`src/rtl/pipe_ctrl_pkg.sv`:
```
// rtl/pipe_ctrl_pkg.sv - shared defaults and multi-cycle FSM encodings for pipe_ctrl
package pipe_ctrl_pkg;

    localparam int STAGES_DEF = 5;
    localparam int EX_IDX_DEF = 2;
    localparam int MC_LAT_DEF = 4;
    localparam int PC_W_DEF   = 32;
    localparam int MC_CNT_W   = 8;

    typedef enum logic [1:0] {
        MC_IDLE = 2'd0,
        MC_BUSY = 2'd1,
        MC_DONE = 2'd2
    } mc_state_t;

endpackage

```
`src/rtl/pipe_mc_fsm.sv`:
```
// rtl/pipe_mc_fsm.sv - multi-cycle unit sequencer: IDLE -> BUSY (MC_LAT cycles) -> DONE -> IDLE
import pipe_ctrl_pkg::*;

module pipe_mc_fsm #(
    parameter int MC_LAT = MC_LAT_DEF
) (
    input  logic clk,
    input  logic rst,
    input  logic start_i,
    input  logic ex_valid_i,
    input  logic flush_i,
    output logic busy_o,
    output logic done_o
);

    mc_state_t             state;
    logic [MC_CNT_W-1:0]   cnt;

    // Flush abandons the op silently, same as reset.
    always_ff @(posedge clk) begin
        if (rst || flush_i) begin
            state  <= MC_IDLE;
            cnt    <= '0;
            busy_o <= 1'b0;
            done_o <= 1'b0;
        end else begin
            case (state)
                MC_IDLE: begin
                    if (start_i && ex_valid_i) begin
                        state  <= MC_BUSY;
                        cnt    <= MC_CNT_W'(MC_LAT - 1);
                        busy_o <= 1'b1;
                    end
                end
                MC_BUSY: begin
                    if (cnt == '0) begin
                        state  <= MC_DONE;
                        busy_o <= 1'b0;
                        done_o <= 1'b1;
                    end else begin
                        cnt <= cnt - 1'b1;
                    end
                end
                MC_DONE: begin
                    state  <= MC_IDLE;
                    done_o <= 1'b0;
                end
                default: begin
                    state  <= MC_IDLE;
                    busy_o <= 1'b0;
                    done_o <= 1'b0;
                end
            endcase
        end
    end

endmodule

```
`src/rtl/pipe_ctrl.sv`:
```
// rtl/pipe_ctrl.sv - pipeline stall/valid/flush controller; PIPE_CTRL_PERF_EN adds stall/bubble counters
import pipe_ctrl_pkg::*;

module pipe_ctrl #(
    parameter int STAGES = STAGES_DEF,
    parameter int EX_IDX = EX_IDX_DEF,
    parameter int MC_LAT = MC_LAT_DEF,
    parameter int PC_W   = PC_W_DEF
) (
    input  logic              clk,
    input  logic              rst,
    input  logic [STAGES-1:0] stallreq_i,
    input  logic              in_valid_i,
    input  logic              mc_start_i,
    input  logic              flush_i,
    input  logic [PC_W-1:0]   flush_pc_i,
    output logic [STAGES-1:0] stall_o,
    output logic [STAGES-1:0] valid_o,
    output logic [PC_W-1:0]   new_pc_o,
    output logic              new_pc_we_o,
    output logic              mc_busy_o,
    output logic              mc_done_o
`ifdef PIPE_CTRL_PERF_EN
    ,
    output logic [31:0]       stall_cnt_o,
    output logic [31:0]       bubble_cnt_o
`endif
);

    logic [STAGES-1:0] req;
    logic              acc;

    assign req = stallreq_i | ({{(STAGES-1){1'b0}}, mc_busy_o} << EX_IDX);

    // A stall at stage j must also hold every older stage upstream of it.
    always_comb begin
        stall_o = '0;
        acc     = 1'b0;
        if (!rst) begin
            for (int k = STAGES - 1; k >= 0; k--) begin
                acc        = acc | req[k];
                stall_o[k] = acc;
            end
        end
    end

    always_ff @(posedge clk) begin
        if (rst || flush_i) begin
            valid_o <= '0;
        end else begin
            if (!stall_o[0]) begin
                valid_o[0] <= in_valid_i;
            end
            for (int k = 1; k < STAGES; k++) begin
                if (!stall_o[k]) begin
                    valid_o[k] <= stall_o[k-1] ? 1'b0 : valid_o[k-1];
                end
            end
        end
    end

    always_ff @(posedge clk) begin
        if (rst) begin
            new_pc_o    <= '0;
            new_pc_we_o <= 1'b0;
        end else begin
            new_pc_we_o <= flush_i;
            if (flush_i) begin
                new_pc_o <= flush_pc_i;
            end
        end
    end

    pipe_mc_fsm #(
        .MC_LAT(MC_LAT)
    ) u_mc_fsm (
        .clk       (clk),
        .rst       (rst),
        .start_i   (mc_start_i),
        .ex_valid_i(valid_o[EX_IDX]),
        .flush_i   (flush_i),
        .busy_o    (mc_busy_o),
        .done_o    (mc_done_o)
    );

`ifdef PIPE_CTRL_PERF_EN
    logic bubble_any;

    always_comb begin
        bubble_any = 1'b0;
        for (int k = 1; k < STAGES; k++) begin
            if (stall_o[k-1] && !stall_o[k]) begin
                bubble_any = 1'b1;
            end
        end
    end

    // Flush overrides bubble insertion, so those cycles do not count.
    always_ff @(posedge clk) begin
        if (rst) begin
            stall_cnt_o  <= '0;
            bubble_cnt_o <= '0;
        end else begin
            if (stall_o[0] && (stall_cnt_o != '1)) begin
                stall_cnt_o <= stall_cnt_o + 32'd1;
            end
            if (bubble_any && !flush_i && (bubble_cnt_o != '1)) begin
                bubble_cnt_o <= bubble_cnt_o + 32'd1;
            end
        end
    end
`endif

endmodule

```
`config.mk`:
```
export PLATFORM = sky130hd
export DESIGN_NAME = pipe_ctrl
export DESIGN_NICKNAME = d
export VERILOG_FILES = /design/src/rtl/pipe_ctrl_pkg.sv /design/src/rtl/pipe_mc_fsm.sv /design/src/rtl/pipe_ctrl.sv
export SDC_FILE = /design/constraint.sdc
export NUM_CORES = 1
export LEC_CHECK = 0
export CORE_MARGIN = 2
export CORE_UTILIZATION = 44
export DETAILED_ROUTE_END_ITERATION = 8
export PLACE_DENSITY = 0.82
export REMOVE_ABC_BUFFERS = 1
export SYNTH_ARGS = -nofsm -noshare
export SYNTH_HDL_FRONTEND = slang
export SYNTH_SLANG_ARGS = --single-unit
export TNS_END_PERCENT = 5
```
`constraint.sdc`:
```
create_clock -name clk -period 2.3 [get_ports clk]
set_input_delay 0.46 -clock clk [delete_from_list [all_inputs] [get_ports clk]]
set_output_delay 0.46 -clock clk [all_outputs]
set_load 0.02 [all_outputs]
```
## After elaboration in Yosys (flattened, before gate mapping)

Index checks and enable logic that the tools add are counted.

| cells by class | value |
|---|---|
| $add $sub $neg | 1 |
| equal/unequal tests | 5 |
| muxes and demuxes | 16 |
| bitwise operators | 7 |
| reductions and logical operators | 9 |

Operator list:

| operator | number |
|---|---|
| $mux 8 | 2 |
| $pmux 8 s2 | 1 |
| $logic_not 8->1 | 1 |
| $sub 8x1->8 const B | 1 |
| $mux 1 | 7 |
| $reduce_and 3->1 | 2 |
| $mux 5 | 1 |
| $or 5x3->5 | 1 |
| $mux 2 | 2 |
| $ne 2x1->1 const B | 2 |
| $or 1x1->1 | 4 |
| $pmux 2 s2 | 1 |
| $reduce_and 2->1 | 2 |
| $pmux 1 s3 | 1 |
| $eq 2x1->1 const B | 1 |
| $eq 2x2->1 const B | 1 |
| $logic_not 2->1 | 1 |
| $ne 2x2->1 const B | 1 |
| $not 1->1 | 2 |
| $pmux 1 s2 | 1 |
| $reduce_bool 2->1 | 1 |
| $logic_and 1x1->1 | 1 |
| $logic_or 1x1->1 | 1 |

| storage, ports and cells | value |
|---|---|
| flip-flop bits (word level) | 50 |
| input port bits | 42 |
| output and inout port bits | 45 |
| logic and storage cells | 49 |

## Longest topological paths before layout

| depth | value |
|---|---|
| word-level depth | 7 |
| gate-level depth with buffers | 6 |
| depth with buffers taken out | 6 |

## Hierarchy

From an unflattened synthesis, not the netlist that was laid out.

| second synthesis, totals | value |
|---|---|
| cell total of the unflattened synthesis | 202 |
| area, all modules | 1996.9 sq um |

Modules (own cells, without submodules):

| module | instances | cells each | area each (sq um) | sequential area each (sq um) |
|---|---|---|---|---|
| pipe_ctrl | 1 | 135 | 1398.8 | 760.7 |
| pipe_mc_fsm | 1 | 67 | 598.1 | 240.2 |

## Worst setup path before layout

OpenSTA, ideal clock, no wires.

| path | value |
|---|---|
| kind | input to output |
| start | in stallreq_i[3] |
| end | out stall_o[0] |
| arrival | 1376 ps |
| data required time | 1840 ps |
| slack | 464 ps |
| stages on the path | 3 |
| buffers on the path | 0 |
| cells stage by stage | or4_4 > nor3_1 > nor2_1 |

| between the ends | value |
|---|---|
| cells in the longest elaborated chain, start to end | 6 |

RTL lines:

| element | line | RTL |
|---|---|---|
| start: declaration | pipe_ctrl.sv:12 | `input logic [STAGES-1:0] stallreq_i,` |
| $or 5x3->5 | pipe_ctrl.sv:33 | `assign req = stallreq_i \| ({{(STAGES-1){1'b0}}, mc_busy_o} << EX_IDX);` |
| $or 1x1->1 (4 in a row) | pipe_ctrl.sv:41 | `acc = acc \| req[k];` |
| $mux 5 | pipe_ctrl.sv:39 | `if (!rst) begin` |
| end: declaration | pipe_ctrl.sv:17 | `output logic [STAGES-1:0] stall_o,` |

No other way between the ends.

## Final worst setup path

| path | value |
|---|---|
| start | in stallreq_i[3] |
| end | out stall_o[1] |

| between the ends | value |
|---|---|
| cells in the longest elaborated chain, start to end | 5 |

RTL lines:

| element | line |
|---|---|
| $or 5x3->5 | pipe_ctrl.sv:33 |
| $or 1x1->1 (3 in a row) | pipe_ctrl.sv:41 |
| $mux 5 | pipe_ctrl.sv:39 |

No other way between the ends.

==> flow_summary.ini <==
[synth]
ys_seq_area_share_pct = 49.7
synth_edf_count = 0
synth_top_area_cell = dfxtp_1
ys_types = 39
yosysWarnings = 0
yosys.area.top_type_share_pct = 49.7
ys_seq_elements = 50
syn_area_um2 = 2010
syn_inst = 207
syn_area_per_cell_um2 = 9.73
synth_area_leaders = dfxtp_1, mux2i_1, nor2_1
async_flop_share_pct = 0
ys.flop_type = dfxtp_1

[status]
status = complete, but fails checks
violations = setup timing

[route]
vias = 1807
firstDrtPassIters = 4
drc = 0
wl_per_cell_um = 14.1
ant_nets = 0
vias_per_cell = 5.09
routed_wl_um = 5020
drtIter0Drc = 50

[global_routing]
grt_util_met1_pct = 25.6
busiest_layer = met2
grt_pass1_wl_um = 8070
met3_usage_pct = 5.63
grt.total_usage_pct = 20.3
grt.overflow.total = 0
antenna_found_initial = 0
groute.layer.met2.usage_pct = 33.0
grt_max_degree = 35
grt_pass1_vias = 1647

[die]
row_count = 24
die_y_um = 71.7
dieWidth_um = 71.7
initial_core_util_pct = 45.9
core_um2 = 4380
num_io_pins = 87
die-area_um2 = 5140

[finish]
n_fill_cell = 348
area_delta_synth_final_pct = 53.6
diodes = 0
nNetsFinal = 346
drive_above_1_share_pct = 11.2

[sta]
timing.fmax_mhz = 435
worst_pin_slew_ps = 556
clock_skew_ps = 6.24
finalSetupViolCount = 1
fin_crit_ps = 2300
setup_slack_ps = -1.23
rsz0062_at_grt = yes
fin_crit_sh_pct = 100
relSlewSlack_pct = 62.9
setup-tns-final_ps = -1.23
drv_slew = 0
final-hold-violation-count = 0

[worst_setup_path]
arrival_ps = 1840
cp_max_fo = 3
crit_path_end_kind = primary output
path_cells = clkdlybuf4s50_1 -> or4_4 -> nor2_2 -> nor2_1 -> clkdlybuf4s15_2
worstPathRequired_ps = 1840
crit_type = primary input to primary output
max_stage_delay_ps = 560
cp-start-kind = primary input
slowest_stage = or4_4

[pwr]
p_leak_nw = 1.28
ir_drop_v = 0.000356
sequentialPowerShare_pct = 49.8
netSwitchingPower_uw = 437
p_clk_share_pct = 33.3
cellPowerDensity_nw_per_um2 = 593
switching_share_pct = 23.8
p_comb_share_pct = 16.9
internal-power_mw = 1.40

[clocking]
cts-root-buf = clkbuf_8
clock-sinks = 50
clk_latency_ps = 300
cts_buffer_depth = 2
ctsHoldBuffers = 0
cts_tree = built
cts_made_buffers = 5
h-tree-depth = 2
path_clk_slew_ps = 80

[min_path]
hold_path_class = flop to flop

[placement]
globalplace.congestion = 0.910
port_buffers = 86
dpl.hpwl_um = 3640
post-place-ws_ps = -377

[job]
max-cap-violations = 0
-- critical path, delay by kind of cell --
family / cells / cell delay (ps)
buffers and inverters: 2 / 660
and+or+nand+nor: 3 / 730
-- path summary, 6_finish.rpt --
| kind | startpoint | end | slack [ps] | cells past startpoint |
|---|---|---|---|---|
| max | stallreq_i[3] | stall_o[1] | -1 | 5 |
| min | valid_o[4]$_SDFFE_PP0N_ | valid_o[4]$_SDFFE_PP0N_ | 460 | 2 |
| max reg2reg | u_mc_fsm.cnt[0]$_SDFFE_PP0P_ | u_mc_fsm.cnt[6]$_SDFFE_PP0P_ | 440 | 6 |
| min reg2reg | valid_o[4]$_SDFFE_PP0N_ | valid_o[4]$_SDFFE_PP0N_ | 460 | 2 |
-- placed cells by master (no fill, tap or decap), types with 3 or more instances in the layout --
cell,Yosys,layout
a21oi_1,6,6
buf_4,1,14
clkbuf_8,1,5
clkdlybuf4s50_1,0,80
dfxtp_1,50,50
dlygate4sd2_1,0,3
mux2i_1,37,37
nand2_1,8,8
nor2_1,47,46
nor3_1,4,3
o211ai_1,3,3
o21ai_0,4,4
or3_1,4,4
-- cells by family after synthesis --
group	Yosys count	share of synthesized area [%]
adders and majority gates	2	1.24
muxes	37	18.4
buffers and inverters	14	3.60
and+or+nand+nor	81	19.5
AOI/OAI and AO/OA	23	7.58
DFF	50	49.7
-- power groups by stage --
stage          registers, mW  clock network [mW]  logic [mW]
2_1_floorplan          0.977                   0      0.0697
5_1_grt                0.919               0.656       0.333
3_5_place_dp           0.935                   0       0.312
4_1_cts                0.915               0.618       0.312
3_3_place_gp           0.933                   0       0.307
6_report               0.914               0.611       0.309
-- Yosys cell counts, types with 2 or more instances --
cell type / count
or4_4: 2
nand2_1: 8
o211ai_1: 3
nor3_1: 4
o21ai_0: 4
nor4_1: 2
nor2b_1: 2
buf_1: 3
a21oi_1: 6
mux2i_1: 37
nor3b_1: 2
ha_1: 2
o2111ai_1: 2
dfxtp_1: 50
nor2_1: 47
clkbuf_1: 2
buf_2: 4
nand3_1: 2
or3_1: 4
inv_1: 2
-- routing by layer --
metal	share of wire (%)	routed length, um	vias up
met4	1.7	84	0
li1	-	-	909
met1	43	2170	817
met3	8.2	413	6
met5	0	0	-
met2	47	2350	75
-- layout make-up --
cell class              instances  area [um^2]  area share [%]
multi-input cells             143          961            31.1
inverters                       2         7.51           0.243
repair buffers                100          953            30.8
flip-flops and latches         50         1000            32.3
clock buffers                   7         76.3            2.47
clock inverters                 1         30.0           0.970
well taps                      52         65.1            2.10
-- sequential cells by signal, summed over array words and instances, names as in the netlist --
name,cells
new_pc_o,32
u_mc_fsm.done_o,1
new_pc_we_o,1
u_mc_fsm.busy_o,1
valid_o,5
u_mc_fsm.cnt,8
u_mc_fsm.state,2
-- stage by stage --
stage	hold WS (ps)	power (mW)	area, um^2	instances	utilization, %
global route	494	1.91	3090	355	70.6
detailed placement	454	1.25	2980	347	67.9
global placement	446	1.24	2980	347	67.9
floorplan	428	1.05	1950	195	-
finish	465	1.83	3090	355	70.6
CTS	467	1.84	3090	355	70.5
-- timing repair --
| item | 4_1_cts | 5_1_grt |
|---|---|---|
| endpoints found under the hold margin | 0 | 0 |
| gates cloned | 0 | 0 |
| resized for setup | 11 | 3 |
| setup buffers | 0 | 0 |
| setup endpoints to repair | 5 | 2 |
No activity file was read; power rests on OpenSTA's default activity.
